===== src/rtl/ctrl_store_pkg.sv =====
// ----------------------------------------------------------------------------
// ctrl_store_pkg
// Shared gobou control-chain definitions: word/address/count widths, the
// start/valid/stop control bus and the ctrl_store state encoding.
// Revision: 1.0
// ----------------------------------------------------------------------------
`default_nettype none

package ctrl_store_pkg;

  localparam int DWIDTH  = 16;
  localparam int MEMSIZE = 12;
  localparam int LWIDTH  = 10;

  typedef struct packed {
    logic start;
    logic valid;
    logic stop;
  } ctrl_bus_t;

  typedef enum logic [1:0] {
    S_IDLE = 2'd0,
    S_RUN  = 2'd1,
    S_DONE = 2'd2
  } ctrl_store_state_t;

endpackage

`default_nettype wire


===== src/rtl/ctrl_store_if.sv =====
// ----------------------------------------------------------------------------
// ctrl_store_if
// Groups the ReLU-side inputs and the output-memory / forwarded-control
// outputs of ctrl_store. master = driver of the chain, slave = ctrl_store.
// Revision: 1.0
// ----------------------------------------------------------------------------
`default_nettype none

interface ctrl_store_if
  import ctrl_store_pkg::*;
();

  ctrl_bus_t                 in_ctrl;
  logic signed [DWIDTH-1:0]  in_data;
  logic [MEMSIZE-1:0]        out_base;
  logic [LWIDTH-1:0]         total_out;

  ctrl_bus_t                 out_ctrl;
  logic                      mem_we;
  logic [MEMSIZE-1:0]        mem_addr;
  logic signed [DWIDTH-1:0]  mem_wdata;
  logic                      busy;
  logic                      err;

  modport master (
    output in_ctrl, in_data, out_base, total_out,
    input  out_ctrl, mem_we, mem_addr, mem_wdata, busy, err
  );

  modport slave (
    input  in_ctrl, in_data, out_base, total_out,
    output out_ctrl, mem_we, mem_addr, mem_wdata, busy, err
  );

endinterface

`default_nettype wire


===== src/rtl/store_addr_gen.sv =====
// ----------------------------------------------------------------------------
// store_addr_gen
// Holds the latched base address and the neuron index. Presents the address
// for the current cycle's write (new base when loading) and the index value
// after this cycle's load/increment, used for the final-count check.
// Revision: 1.0
// ----------------------------------------------------------------------------
`default_nettype none

module store_addr_gen
  import ctrl_store_pkg::*;
(
  input  logic               clk,
  input  logic               xrst,
  input  logic               load,
  input  logic               inc,
  input  logic [MEMSIZE-1:0] base_in,
  output logic [MEMSIZE-1:0] addr,
  output logic [LWIDTH-1:0]  count
);

  logic [MEMSIZE-1:0] base_q;
  logic [LWIDTH-1:0]  idx_q;
  logic [LWIDTH-1:0]  idx_cur;

  // A load restarts the run, so a coincident write uses the new base at idx 0.
  always_comb begin
    idx_cur = load ? '0 : idx_q;
    addr    = (load ? base_in : base_q) + {{(MEMSIZE-LWIDTH){1'b0}}, idx_cur};
    count   = idx_cur + {{(LWIDTH-1){1'b0}}, inc};
  end

  // Base and index registers; index wraps silently at 2^LWIDTH.
  always_ff @(posedge clk or negedge xrst) begin
    if (!xrst) begin
      base_q <= '0;
      idx_q  <= '0;
    end else begin
      if (load)
        base_q <= base_in;
      if (load || inc)
        idx_q <= count;
    end
  end

endmodule

`default_nettype wire


===== src/rtl/ctrl_store.sv =====
// ----------------------------------------------------------------------------
// ctrl_store
// Terminal stage of the gobou control chain: turns each valid activated word
// into an output-memory write at base+idx and forwards the control bus one
// cycle late so the chain head can acknowledge on the forwarded stop.
// Optional macro: GOBOU_STORE_CHECK_EN enables the sticky count-mismatch err.
// Revision: 1.0
// ----------------------------------------------------------------------------
`default_nettype none

module ctrl_store
  import ctrl_store_pkg::*;
(
  input  logic         clk,
  input  logic         xrst,
  ctrl_store_if.slave  bus
);

  ctrl_store_state_t  state_q;
  ctrl_store_state_t  state_d;
  logic               accept_start;
  logic               accept_stop;
  logic               write;
  logic               valid_idle;
  logic [MEMSIZE-1:0] gen_addr;
  logic [LWIDTH-1:0]  gen_count;

  ctrl_bus_t                out_ctrl_q;
  logic                     mem_we_q;
  logic [MEMSIZE-1:0]       mem_addr_q;
  logic signed [DWIDTH-1:0] mem_wdata_q;
  logic                     busy_q;

  store_addr_gen u_addr_gen (
    .clk     (clk),
    .xrst    (xrst),
    .load    (accept_start),
    .inc     (write),
    .base_in (bus.out_base),
    .addr    (gen_addr),
    .count   (gen_count)
  );

  // State register.
  always_ff @(posedge clk or negedge xrst) begin
    if (!xrst)
      state_q <= S_IDLE;
    else
      state_q <= state_d;
  end

  // Next state and accepted-event decode; start beats a coincident stop.
  always_comb begin
    state_d      = state_q;
    accept_start = 1'b0;
    accept_stop  = 1'b0;
    write        = 1'b0;
    valid_idle   = 1'b0;
    case (state_q)
      S_IDLE: begin
        valid_idle = bus.in_ctrl.valid && !bus.in_ctrl.start;
        if (bus.in_ctrl.start) begin
          accept_start = 1'b1;
          state_d      = S_RUN;
        end
      end
      S_RUN: begin
        write = bus.in_ctrl.valid;
        if (bus.in_ctrl.start) begin
          accept_start = 1'b1;
        end else if (bus.in_ctrl.stop) begin
          accept_stop = 1'b1;
          state_d     = S_DONE;
        end
      end
      S_DONE:  state_d = S_IDLE;
      default: state_d = S_IDLE;
    endcase
  end

  // Registered write port, forwarded control and busy (high in RUN/DONE).
  always_ff @(posedge clk or negedge xrst) begin
    if (!xrst) begin
      out_ctrl_q  <= '0;
      mem_we_q    <= 1'b0;
      mem_addr_q  <= '0;
      mem_wdata_q <= '0;
      busy_q      <= 1'b0;
    end else begin
      out_ctrl_q.start <= accept_start;
      out_ctrl_q.valid <= write;
      out_ctrl_q.stop  <= accept_stop;
      mem_we_q         <= write;
      if (write) begin
        mem_addr_q  <= gen_addr;
        mem_wdata_q <= bus.in_data;
      end
      busy_q <= (state_d == S_RUN) || (state_d == S_DONE);
    end
  end

  assign bus.out_ctrl  = out_ctrl_q;
  assign bus.mem_we    = mem_we_q;
  assign bus.mem_addr  = mem_addr_q;
  assign bus.mem_wdata = mem_wdata_q;
  assign bus.busy      = busy_q;

`ifdef GOBOU_STORE_CHECK_EN
  logic [LWIDTH-1:0] total_q;
  logic              err_q;

  // Sticky err: final count mismatch at stop, or a valid seen while idle;
  // cleared by the next accepted start.
  always_ff @(posedge clk or negedge xrst) begin
    if (!xrst) begin
      total_q <= '0;
      err_q   <= 1'b0;
    end else begin
      if (accept_start) begin
        total_q <= bus.total_out;
        err_q   <= 1'b0;
      end else if ((accept_stop && (gen_count != total_q)) || valid_idle) begin
        err_q <= 1'b1;
      end
    end
  end

  assign bus.err = err_q;
`else
  assign bus.err = 1'b0;
`endif

endmodule

`default_nettype wire


===== src/flat_wrapper.sv =====
// flat-port wrapper written by rule: the top's interface ports become plain ports
module ctrl_store_flat import ctrl_store_pkg::*;
  (clk, xrst, bus_in_ctrl, bus_in_data, bus_out_base, bus_total_out, bus_out_ctrl, bus_mem_we, bus_mem_addr, bus_mem_wdata, bus_busy, bus_err);
  ctrl_store_if bus_i ();
  input  logic clk;
  input  logic xrst;
  input wire logic [$bits(bus_i.in_ctrl)-1:0] bus_in_ctrl;
  input wire logic [$bits(bus_i.in_data)-1:0] bus_in_data;
  input wire logic [$bits(bus_i.out_base)-1:0] bus_out_base;
  input wire logic [$bits(bus_i.total_out)-1:0] bus_total_out;
  output wire logic [$bits(bus_i.out_ctrl)-1:0] bus_out_ctrl;
  output wire logic [$bits(bus_i.mem_we)-1:0] bus_mem_we;
  output wire logic [$bits(bus_i.mem_addr)-1:0] bus_mem_addr;
  output wire logic [$bits(bus_i.mem_wdata)-1:0] bus_mem_wdata;
  output wire logic [$bits(bus_i.busy)-1:0] bus_busy;
  output wire logic [$bits(bus_i.err)-1:0] bus_err;
  assign bus_i.in_ctrl = bus_in_ctrl;
  assign bus_i.in_data = bus_in_data;
  assign bus_i.out_base = bus_out_base;
  assign bus_i.total_out = bus_total_out;
  assign bus_out_ctrl = bus_i.out_ctrl;
  assign bus_mem_we = bus_i.mem_we;
  assign bus_mem_addr = bus_i.mem_addr;
  assign bus_mem_wdata = bus_i.mem_wdata;
  assign bus_busy = bus_i.busy;
  assign bus_err = bus_i.err;
  ctrl_store u_core (.clk(clk), .xrst(xrst), .bus(bus_i));
endmodule

===== config.mk =====
export PLATFORM = sky130hd
export DESIGN_NAME = ctrl_store_flat
export DESIGN_NICKNAME = d
export VERILOG_FILES = /design/src/rtl/ctrl_store_pkg.sv /design/src/rtl/ctrl_store_if.sv /design/src/rtl/store_addr_gen.sv /design/src/rtl/ctrl_store.sv /design/src/flat_wrapper.sv
export SDC_FILE = /design/constraint.sdc
export NUM_CORES = 1
export LEC_CHECK = 0
export ABC_AREA = 1
export ABC_CLOCK_PERIOD_IN_PS = 9000
export BUFFER_PORTS_ARGS = -buffer_cell sky130_fd_sc_hd__buf_2
export CORE_ASPECT_RATIO = 0.5
export CORE_UTILIZATION = 57
export CTS_CLUSTER_DIAMETER = 50
export DETAILED_ROUTE_END_ITERATION = 8
export HOLD_SLACK_MARGIN = 0.05
export PLACE_DENSITY = 0.95
export SYNTH_ARGS = -nofsm -noshare
export SYNTH_HDL_FRONTEND = slang
export SYNTH_HIERARCHICAL = 1
export SYNTH_SLANG_ARGS = --single-unit

===== constraint.sdc =====
create_clock -name clk -period 9 [get_ports clk]
set_input_delay 1.35 -clock clk [delete_from_list [all_inputs] [get_ports clk]]
set_output_delay 1.35 -clock clk [all_outputs]
set_load 0.02 [all_outputs]

==> results of run 1 <==
## sequential cells by signal, summed over array words and instances, names as in the netlist
signal	flops
u_core/u_addr_gen/base_q	12
u_core/bus.busy	1
u_core/u_addr_gen/idx_q	10
u_core/bus.mem_wdata	16
u_core/state_q	2
u_core/bus.mem_addr	12
u_core/bus.out_ctrl	2
u_core/bus.mem_we	1
## per-stage QoR
step	power (W)	cell area, sq um	hold WS, ns
after global placement	0.000481	3340	0.449
after CTS	0.000623	3420	0.478
after detailed placement	0.000488	3340	0.454
final	0.000621	3420	0.474
after global routing	0.000657	3420	0.504
after floorplan	0.000428	3000	0.444
## cell families (layout without fill, tap and decap cells)
| family | after synthesis | after routing | share of synthesized area |
|---|---|---|---|
| AOI/OAI and AO/OA | 21 | 21 | 0.0376 |
| xor gates and xnor gates | 14 | 14 | 0.0434 |
| adders and majority gates | 12 | 12 | 0.0526 |
| buffers and inverters | 46 | 105 | 0.0701 |
| DFF | 56 | 56 | 0.467 |
| other | 1 | 1 | 0.00125 |
| and+or+nand+nor | 212 | 212 | 0.328 |
## area by class of cell
class	count	area share
tap	70	0.0256
multi-input combinational	260	0.405
inverter	28	0.0307
timing repair buffer	69	0.104
sequential	56	0.409
clock buffer	6	0.0212
clock inverter	2	0.00475
## final timing paths
kind / cells past startpoint / endpoint
max: 21 / u_core/bus.mem_addr[8]
min: 2 / u_core/bus.mem_wdata[13]
max reg2reg: 21 / u_core/bus.mem_addr[8]
min reg2reg: 2 / u_core/bus.mem_wdata[13]
max in group asynchronous: 2 / u_core/u_addr_gen/idx_q[0]
min in group asynchronous: 2 / u_core/bus.mem_wdata[1]
## layer usage
metal,up-vias,wire [um],share of wire
met1,1193,2830,0.44
li1,1272,-,-
met2,92,3100,0.49
met3,17,325,0.051
met5,-,0,0
met4,0,112,0.018
## power groups by stage
stage	clock network, W	logic, W	registers (W)
final	0.000139	0.000175	0.000308
after global placement	0	0.000170	0.000311
after CTS	0.000140	0.000175	0.000308
after global routing	0.000151	0.000195	0.000312
after detailed placement	0	0.000175	0.000313
after floorplan	0	0.0000778	0.000350
## cells in the mapped netlist, types with 5 or more instances
cell type    n
nand3_1     13
buf_2        6
clkbuf_1     5
ha_1        11
inv_1       25
o21ai_0      8
nand4_1     31
nor2_1      15
dfrtp_1     56
nand2_1    135
a21oi_1      7
xor2_1       9
## tightest hold or removal path, stage by stage, from the launching register on
cell and delay [ns]:
dfrtp_1 0.35, nand2_1 0.05, nand2_1 0.04
==> results.sh, run 1 <==
export IMPL_status="completed"
export IMPL_final_common_cell="nand2_1"
export IMPL_synth_edf_count=0
export IMPL_fmax_ghz=0.275
export IMPL_grtUsageTotal=0.249
export IMPL_grt_busiest_layer="met2"
export IMPL_die_x_um=105
export IMPL_synth_top_area_frac=0.467
export IMPL_syn_area_sq_mm=0.00300
export IMPL_fin_skew_ns=0.00977
export IMPL_coreArea_sq_mm=0.00500
export IMPL_seq_area_sq_mm=0.00140
export IMPL_ys_flop_type="dfrtp_1"
export IMPL_pre_cts_slack_ns=5.07
export IMPL_grt_pass1_wl_mm=10.5
export IMPL_multiInputGateArea_sq_mm=0.00139
export IMPL_power_leakage_nw=1.93
export IMPL_p_sw_w=0.000220
export IMPL_fin_crit_sh=0.404
export IMPL_min_path_type="reg -> reg"
export IMPL_ant_nets=0
export IMPL_wl_per_cell_um=13.0
export IMPL_required_ns=9.22
export IMPL_cpPeakStageDelay_ns=0.41
export IMPL_vdd_ir_drop_max_uv=88.8
export IMPL_synth_seq_area_share=0.467
export IMPL_drt_iter0_drc=260
export IMPL_drt_pass1_iterations=5
export IMPL_p_int_w=0.000402
export IMPL_syn_nets=417
export IMPL_grt_antenna_before_repair=0
export IMPL_hold_viol_final=0
export IMPL_grt_overflow_total=0
export IMPL_drive_above_1_share=0.226
export IMPL_rsz0062_at_grt="false"
export IMPL_h_tree_depth=2
export IMPL_num_vias=2574
export IMPL_start_kind="input pin"
export IMPL_synth_cells=362
export IMPL_cp_slowest_cell="fa_1"
export IMPL_setup_ws_ns=5.37
export IMPL_reg2reg_from="u_core/state_q[1]"
export IMPL_clock_latency_ns=0.32
export IMPL_crit_buf_inv=4
export IMPL_met3_usage=0.0431
export IMPL_worst_pin_slew_ns=0.670
export IMPL_fillers=378
export IMPL_cts_made_buffers=5
export IMPL_pin_count=77
export IMPL_setup_viol=0
export IMPL_antennaDiodeCount=0
export IMPL_clock_path_buffers=2
export IMPL_synth_warnings=6
export IMPL_tns_ns=0
export IMPL_hpwl_mm=4.34
export IMPL_synth_largest_area_cell="dfrtp_1"
export IMPL_met2_usage=0.453
export IMPL_end_kind="flop"
export IMPL_wirelength_mm=6.37
export IMPL_pwr_share_clk=0.223
export IMPL_cts_root_buf="clkbuf_8"
export IMPL_max_slew_margin=0.554
export IMPL_ff2ff_setup_slack_ns=5.64
export IMPL_syn_area_per_cell_sq_um=8.28
export IMPL_gp_congestion=0.866
export IMPL_synthTopCellsByArea="dfrtp_1 (47%), nand2_1 (17%), nand4_1 (6.5%)"
export IMPL_power_frac_comb=0.282
export IMPL_holdBufCountCts=0
export IMPL_path_cells="buf_2 > nand2_1 > inv_1 > buf_4 > inv_2 > nand2_1 > nand2_1 > ha_1 > fa_1 > a21oi_1 > nand2_1 > nand3_1 > nand2_1 > nand2_1 > nand2_2 > nand2_1 > nand2_1 > nand2_1 > nand2_1 > nand4_1 > nand2_1"
export IMPL_fp_dieH_um=53.3
export IMPL_p_per_area_mw_per_mm2=181
export IMPL_start_util=0.600
export IMPL_drc=0
export IMPL_via_per_inst=5.24
export IMPL_synth_distinct_cells=32
export IMPL_rows=18
export IMPL_crit_path_max_fanout=23
export IMPL_layout_common_cells="nand2_1 (135), buf_2 (65), dfrtp_1 (56), nand4_1 (31), inv_1 (25)"
export IMPL_worstSetupPathType="in -> reg"
export IMPL_post_cts_setup_buffer_count=0
export IMPL_post_route_util=0.685
export IMPL_portBuffers=65
export IMPL_hp_start="u_core/bus.mem_wdata[13]"
export IMPL_numClockSinks=56
export IMPL_slew_viol_final=0
export IMPL_seqPwrFrac=0.495
export IMPL_grt_max_degree=57
export IMPL_maxCapViolations=0
export IMPL_path_clk_slew_ns=0.10
export IMPL_startpoint="bus_in_ctrl[2]"
export IMPL_grt_pass1_vias=2352
export IMPL_dieArea_sq_mm=0.00557
export IMPL_synth_seq_cells=56
export IMPL_dp_cells=483
export IMPL_period_minus_slack_ns=3.63
export IMPL_cts_tree="built"
export IMPL_p_sw_frac=0.353
export IMPL_stdcell_count=491
export IMPL_synthArstFlopShare=1.00
export IMPL_cp_arrival_ns=3.85
export IMPL_cts_resized=0
export IMPL_nets=475
export IMPL_syn2layout_area_growth_pct=14.2
export IMPL_grtUsageMet1=0.307
export IMPL_path_delay_family="simple AND/OR/NAND/NOR gates"
export IMPL_cpMostUsedCell="nand2_1"
No activity file was read; power rests on OpenSTA's default activity.
==> run 2: changes to the inputs <==
--- a/config.mk
+++ b/config.mk
@@ -6,14 +6,14 @@
 export NUM_CORES = 1
 export LEC_CHECK = 0
 export ABC_AREA = 1
-export ABC_CLOCK_PERIOD_IN_PS = 9000
+export ABC_CLOCK_PERIOD_IN_PS = 2970
 export BUFFER_PORTS_ARGS = -buffer_cell sky130_fd_sc_hd__buf_2
 export CORE_ASPECT_RATIO = 0.5
-export CORE_UTILIZATION = 57
+export CORE_UTILIZATION = 48
 export CTS_CLUSTER_DIAMETER = 50
 export DETAILED_ROUTE_END_ITERATION = 8
 export HOLD_SLACK_MARGIN = 0.05
-export PLACE_DENSITY = 0.95
+export PLACE_DENSITY = 0.87
 export SYNTH_ARGS = -nofsm -noshare
 export SYNTH_HDL_FRONTEND = slang
 export SYNTH_HIERARCHICAL = 1
==> constraint.sdc (replaced) <==
create_clock -name clk -period 2.97 [get_ports clk]
set_input_delay 0.4455 -clock clk [delete_from_list [all_inputs] [get_ports clk]]
set_output_delay 0.4455 -clock clk [all_outputs]
set_load 0.02 [all_outputs]
==> run 2 against run 1 <==
Net effect: setup slack got worse by 5.0 ns; cell count increased by 4.1%; register-to-register slack got worse by 5.3 ns; global-route usage decreased by 3.4 points; critical endpoint unchanged.
==> results.sh, run 2 (synthesis results as in run 1) <==
export IMPL_cts_tree="built"
export IMPL_crit_path_max_fanout=7
export IMPL_num_vias=2570
export IMPL_cts_resized=0
export IMPL_ff2ff_setup_slack_ns=0.38
export IMPL_syn2layout_area_growth_pct=18.2
export IMPL_rsz0062_at_grt="false"
export IMPL_setup_ws_ns=0.377
export IMPL_drt_pass1_iterations=4
export IMPL_cts_root_buf="clkbuf_16"
export IMPL_h_tree_depth=2
export IMPL_gp_congestion=0.859
export IMPL_period_minus_slack_ns=2.59
export IMPL_end_kind="flop"
export IMPL_fmax_ghz=0.386
export IMPL_coreArea_sq_mm=0.00575
export IMPL_layout_common_cells="nand2_1 (135), buf_2 (65), dfrtp_1 (56), nand4_1 (31), inv_1 (25)"
export IMPL_p_per_area_mw_per_mm2=580
export IMPL_grt_pass1_vias=2458
export IMPL_final_common_cell="nand2_1"
export IMPL_pre_cts_slack_ns=0.208
export IMPL_maxCapViolations=0
export IMPL_setup_viol=0
export IMPL_max_slew_margin=0.448
export IMPL_path_clk_slew_ns=0.07
export IMPL_start_kind="flop"
export IMPL_drive_above_1_share=0.237
export IMPL_portBuffers=65
export IMPL_die_x_um=114
export IMPL_ant_nets=0
export IMPL_holdBufCountCts=0
export IMPL_slew_viol_final=0
export IMPL_nets=481
export IMPL_grt_overflow_total=0
export IMPL_power_frac_comb=0.263
export IMPL_grt_antenna_before_repair=0
export IMPL_cts_made_buffers=5
export IMPL_power_leakage_nw=1.98
export IMPL_antennaDiodeCount=0
export IMPL_post_cts_setup_buffer_count=0
export IMPL_p_int_w=0.00137
export IMPL_whs_ns=0.255
export IMPL_worstSetupPathType="reg -> reg"
export IMPL_p_sw_frac=0.332
export IMPL_vdd_ir_drop_max_uv=246
export IMPL_wl_per_cell_um=12.7
export IMPL_wirelength_mm=6.47
export IMPL_grtUsageTotal=0.215
export IMPL_start_util=0.521
export IMPL_dieArea_sq_mm=0.00658
export IMPL_cp_arrival_ns=2.77
export IMPL_tns_ns=0
export IMPL_clock_latency_ns=0.29
export IMPL_pin_count=77
export IMPL_min_path_type="in -> async"
export IMPL_p_sw_w=0.000683
export IMPL_drt_iter0_drc=175
export IMPL_grt_max_degree=40
export IMPL_reg2reg_from="u_core/state_q[1]"
export IMPL_fillers=490
export IMPL_fin_skew_ns=0.00628
export IMPL_numClockSinks=56
export IMPL_post_route_util=0.616
export IMPL_drc=0
export IMPL_reg2reg_depth=20
export IMPL_fp_dieH_um=57.9
export IMPL_status="completed"
export IMPL_hold_viol_final=0
export IMPL_pwr_share_clk=0.282
export IMPL_r2r_end="u_core/bus.mem_addr[8]"
export IMPL_worst_pin_slew_ns=0.828
export IMPL_required_ns=3.15
export IMPL_via_per_inst=5.03
export IMPL_fin_crit_sh=0.873
export IMPL_clock_path_buffers=2
export IMPL_largest_reg_flops=16
export IMPL_hpwl_mm=4.62
export IMPL_rows=19
export IMPL_seqPwrFrac=0.455
export IMPL_grt_pass1_wl_mm=11.0
run 2: how the worst max path moves through the flow:
| stage | slack, ns | from | end |
|---|---|---|---|
| after floorplan | 0.10 | u_core/state_q[1] | u_core/bus.mem_addr[10] |
| after global placement | 0.30 | bus_in_ctrl[2] | u_core/bus.mem_addr[10] |
| after detailed placement | 0.21 | bus_in_ctrl[2] | u_core/bus.mem_addr[8] |
| after CTS | 0.39 | u_core/state_q[1] | u_core/bus.mem_addr[10] |
| after global routing | 0.07 | u_core/state_q[1] | u_core/bus.mem_addr[8] |
| final | 0.38 | u_core/state_q[1] | u_core/bus.mem_addr[8] |
run 2: layer usage:
| metal | vias up | routed length [um] | GRT usage |
|---|---|---|---|
| met3 | 8 | 271 | 0.0460 |
| li1 | 1286 | - | - |
| met5 | - | 0 | 0 |
| met4 | 0 | 83 | 0.0583 |
| met2 | 63 | 3040 | 0.368 |
| met1 | 1213 | 3070 | 0.281 |
run 2: power groups by stage:
stage	sequential [W]	combinational [W]	clock [W]
finish	0.000935	0.000540	0.000579
floorplan	0.00106	0.000236	0
CTS	0.000935	0.000542	0.000593
global placement	0.000944	0.000526	0
global route	0.000948	0.000594	0.000626
detailed placement	0.000945	0.000542	0
run 2: area by class of cell:
cell class                      instances  area [sq um]  share of cell area
Timing Repair Buffer                   75           400               0.113
Sequential cell                        56          1400               0.395
Multi-Input combinational cell        260          1390               0.391
Clock buffer                            6           129              0.0364
Clock inverter                          2          16.3             0.00459
Tap cell                               84           105              0.0297
Inverter                               28           105              0.0297
run 2: critical path, cell delays in order (launching register included):
cell     delay (ns)
dfrtp_1        0.35
inv_2          0.04
nand2_1        0.08
inv_1          0.11
buf_4          0.19
nand2_1        0.07
nand2_1        0.07
ha_1           0.25
fa_1           0.43
a21oi_1        0.16
nand2_1        0.08
nand3_1        0.07
nand2_1        0.05
nand2_1        0.06
nand2_2        0.08
nand2_1        0.08
nand2_1        0.05
nand2_1        0.06
nand2_1        0.05
nand4_1        0.09
nand2_1        0.06
run 2: per-stage QoR:
stage,std cells,cell area [sq um],power (W)
3_3_place_gp,503,3400,0.00147
5_1_grt,511,3540,0.00217
4_1_cts,511,3540,0.00207
3_5_place_dp,503,3400,0.00149
2_1_floorplan,362,3000,0.00130
6_report,511,3540,0.00205
==> run 3: changes to the inputs <==
--- a/config.mk
+++ b/config.mk
@@ -6,7 +6,7 @@
 export NUM_CORES = 1
 export LEC_CHECK = 0
 export ABC_AREA = 1
-export ABC_CLOCK_PERIOD_IN_PS = 2970
+export ABC_CLOCK_PERIOD_IN_PS = 2100
 export BUFFER_PORTS_ARGS = -buffer_cell sky130_fd_sc_hd__buf_2
 export CORE_ASPECT_RATIO = 0.5
 export CORE_UTILIZATION = 48
==> constraint.sdc (replaced) <==
create_clock -name clk -period 2.1 [get_ports clk]
set_input_delay 0.315 -clock clk [delete_from_list [all_inputs] [get_ports clk]]
set_output_delay 0.315 -clock clk [all_outputs]
set_load 0.02 [all_outputs]
==> run 3 against run 2 <==
Net effect: the flow now finishes with violations (setup timing); via count is 28% higher; count of clock-buffer cells in the layout did not move; sequential power up 43%; non-clock buffer count rose by 42; sequential share of layout area decreased by 6.0 points; flip-flop and latch count unchanged; highest routed layer unchanged.
==> results.sh, run 3 (synthesis results as in run 1) <==
export IMPL_ant_nets=0
export IMPL_ff2ff_setup_slack_ns=-0.42
export IMPL_drt_pass1_iterations=6
export IMPL_nets=523
export IMPL_grtUsageTotal=0.320
export IMPL_cts_tree="built"
export IMPL_violations="setup timing"
export IMPL_reg2reg_from="u_core/state_q[1]"
export IMPL_stdcell_count=553
export IMPL_drc=0
export IMPL_fillers=352
export IMPL_cp_arrival_ns=2.75
export IMPL_hold_viol_final=0
export IMPL_clock_path_buffers=2
export IMPL_slew_viol_final=0
export IMPL_portBuffers=65
export IMPL_crit_path_max_fanout=7
export IMPL_grt_pass1_wl_mm=15.8
export IMPL_numClockSinks=56
export IMPL_dieArea_sq_mm=0.00658
export IMPL_via_per_inst=5.95
export IMPL_end_kind="flop"
export IMPL_num_vias=3290
export IMPL_cts_root_buf="clkbuf_16"
export IMPL_setup_ws_ns=-0.416
export IMPL_die_x_um=114
export IMPL_wl_per_cell_um=19.0
export IMPL_coreArea_sq_mm=0.00575
export IMPL_largest_reg_flops=16
export IMPL_cts_made_buffers=5
export IMPL_rows=19
export IMPL_worstSetupPathType="reg -> reg"
export IMPL_h_tree_depth=2
export IMPL_clock_latency_ns=0.30
export IMPL_drive_above_1_share=0.409
export IMPL_dp_cells=538
export IMPL_period_minus_slack_ns=2.52
export IMPL_status="finished, violations left"
export IMPL_grt_pass1_vias=3154
export IMPL_grt_antenna_before_repair=0
export IMPL_syn2layout_area_growth_pct=39.5
export IMPL_drt_iter0_drc=393
export IMPL_rsz0062_at_grt="true"
export IMPL_grt_max_degree=57
export IMPL_hpwl_mm=5.02
export IMPL_p_per_area_mw_per_mm2=795
export IMPL_path_clk_slew_ns=0.07
export IMPL_layout_common_cells="nand2_1 (118), buf_2 (65), dfrtp_1 (56), buf_4 (48), nand4_1 (31)"
export IMPL_setup_viol=15
export IMPL_r2r_end="u_core/bus.mem_addr[8]"
export IMPL_min_path_type="in -> reg"
export IMPL_start_util=0.521
export IMPL_fp_dieH_um=57.9
export IMPL_power_leakage_nw=2.24
export IMPL_maxCapViolations=0
export IMPL_final_common_cell="nand2_1"
export IMPL_grt_overflow_total=0
export IMPL_fin_skew_ns=0.00787
export IMPL_gp_congestion=0.829
export IMPL_fin_crit_sh=1.20
export IMPL_tns_ns=-2.75
export IMPL_hp_start="bus_in_ctrl[2]"
export IMPL_start_kind="flop"
export IMPL_p_total_w=0.00332
export IMPL_hold_depth=2
export IMPL_antennaDiodeCount=0
export IMPL_vdd_ir_drop_max_uv=430
export IMPL_wirelength_mm=10.5
export IMPL_required_ns=2.33
export IMPL_fmax_ghz=0.398
export IMPL_reg2reg_depth=19
export IMPL_pin_count=77
export IMPL_min_to="u_core/state_q[1]"
## run 3: area by class of cell
class                           count  area, sq um  area share
Clock buffer                        6          129      0.0308
Clock inverter                      2         38.8     0.00928
Inverter                           28          115      0.0275
Multi-Input combinational cell    260         1650       0.393
Sequential cell                    56         1400       0.335
Tap cell                           84          105      0.0251
Timing Repair Buffer              117          747       0.179
## run 3: per-stage QoR
stage / hold WS, ns / worst slack [ns] / area [sq um] / utilization
3_3_place_gp: 0.331 / -0.136 / 3730 / 0.649
4_1_cts: 0.211 / -0.130 / 4130 / 0.717
2_1_floorplan: 0.0194 / -0.305 / 3070 / -
6_report: 0.226 / -0.416 / 4180 / 0.727
5_1_grt: 0.222 / -0.435 / 4180 / 0.727
3_5_place_dp: 0.339 / -0.192 / 3730 / 0.649
## run 3: worst max-delay path by stage
| stage | startpoint | endpoint |
|---|---|---|
| 3_5_place_dp | bus_in_ctrl[2] | u_core/bus.mem_addr[8] |
| 6_report | u_core/state_q[1] | u_core/bus.mem_addr[8] |
| 3_3_place_gp | bus_in_ctrl[2] | u_core/bus.mem_addr[10] |
| 4_1_cts | u_core/state_q[1] | u_core/bus.mem_addr[10] |
| 5_1_grt | u_core/state_q[1] | u_core/bus.mem_addr[8] |
| 2_1_floorplan | u_core/state_q[1] | u_core/bus.mem_addr[8] |
## run 3: metal layers
metal / track usage / share of wire / routed length [um]
met1: 0.383 / 0.36 / 3820
met2: 0.533 / 0.44 / 4670
met3: 0.0952 / 0.12 / 1290
met4: 0.171 / 0.071 / 752
met5: 0 / 0 / 0
## run 3: timing repair
item                       4_1_cts  5_1_grt
hold buffers                     1        0
setup endpoints to repair       10       15
setup buffers                    4        2
hold endpoints to repair        56        0
pin swaps                        8        6
resized for setup               39       11
## run 3: worst max-delay path: stages, from the launching register on
cell and delay, ns:
dfrtp_1 0.37, inv_2 0.07, nand2_4 0.07, inv_8 0.09
inv_4 0.05, nand2_2 0.07, nand2_4 0.06, ha_4 0.17
fa_2 0.36, a21oi_2 0.15, nand2_1 0.11, nand3_2 0.09
nand2_1 0.06, nand2_1 0.08, nand2_2 0.09, nand2_2 0.09
nand3_1 0.10, nand2_1 0.09, nand4_1 0.15, nand2_1 0.14
## run 3: where the power goes
| part | leakage, nW | total, W | switching (W) | internal, W |
|---|---|---|---|---|
| sequential | 0.704 | 0.00134 | 0.0000906 | 0.00125 |
| combinational | 1.45 | 0.00103 | 0.000658 | 0.000372 |
| clock | 0.0815 | 0.000958 | 0.000389 | 0.000568 |
| total | 2.24 | 0.00332 | 0.00114 | 0.00219 |
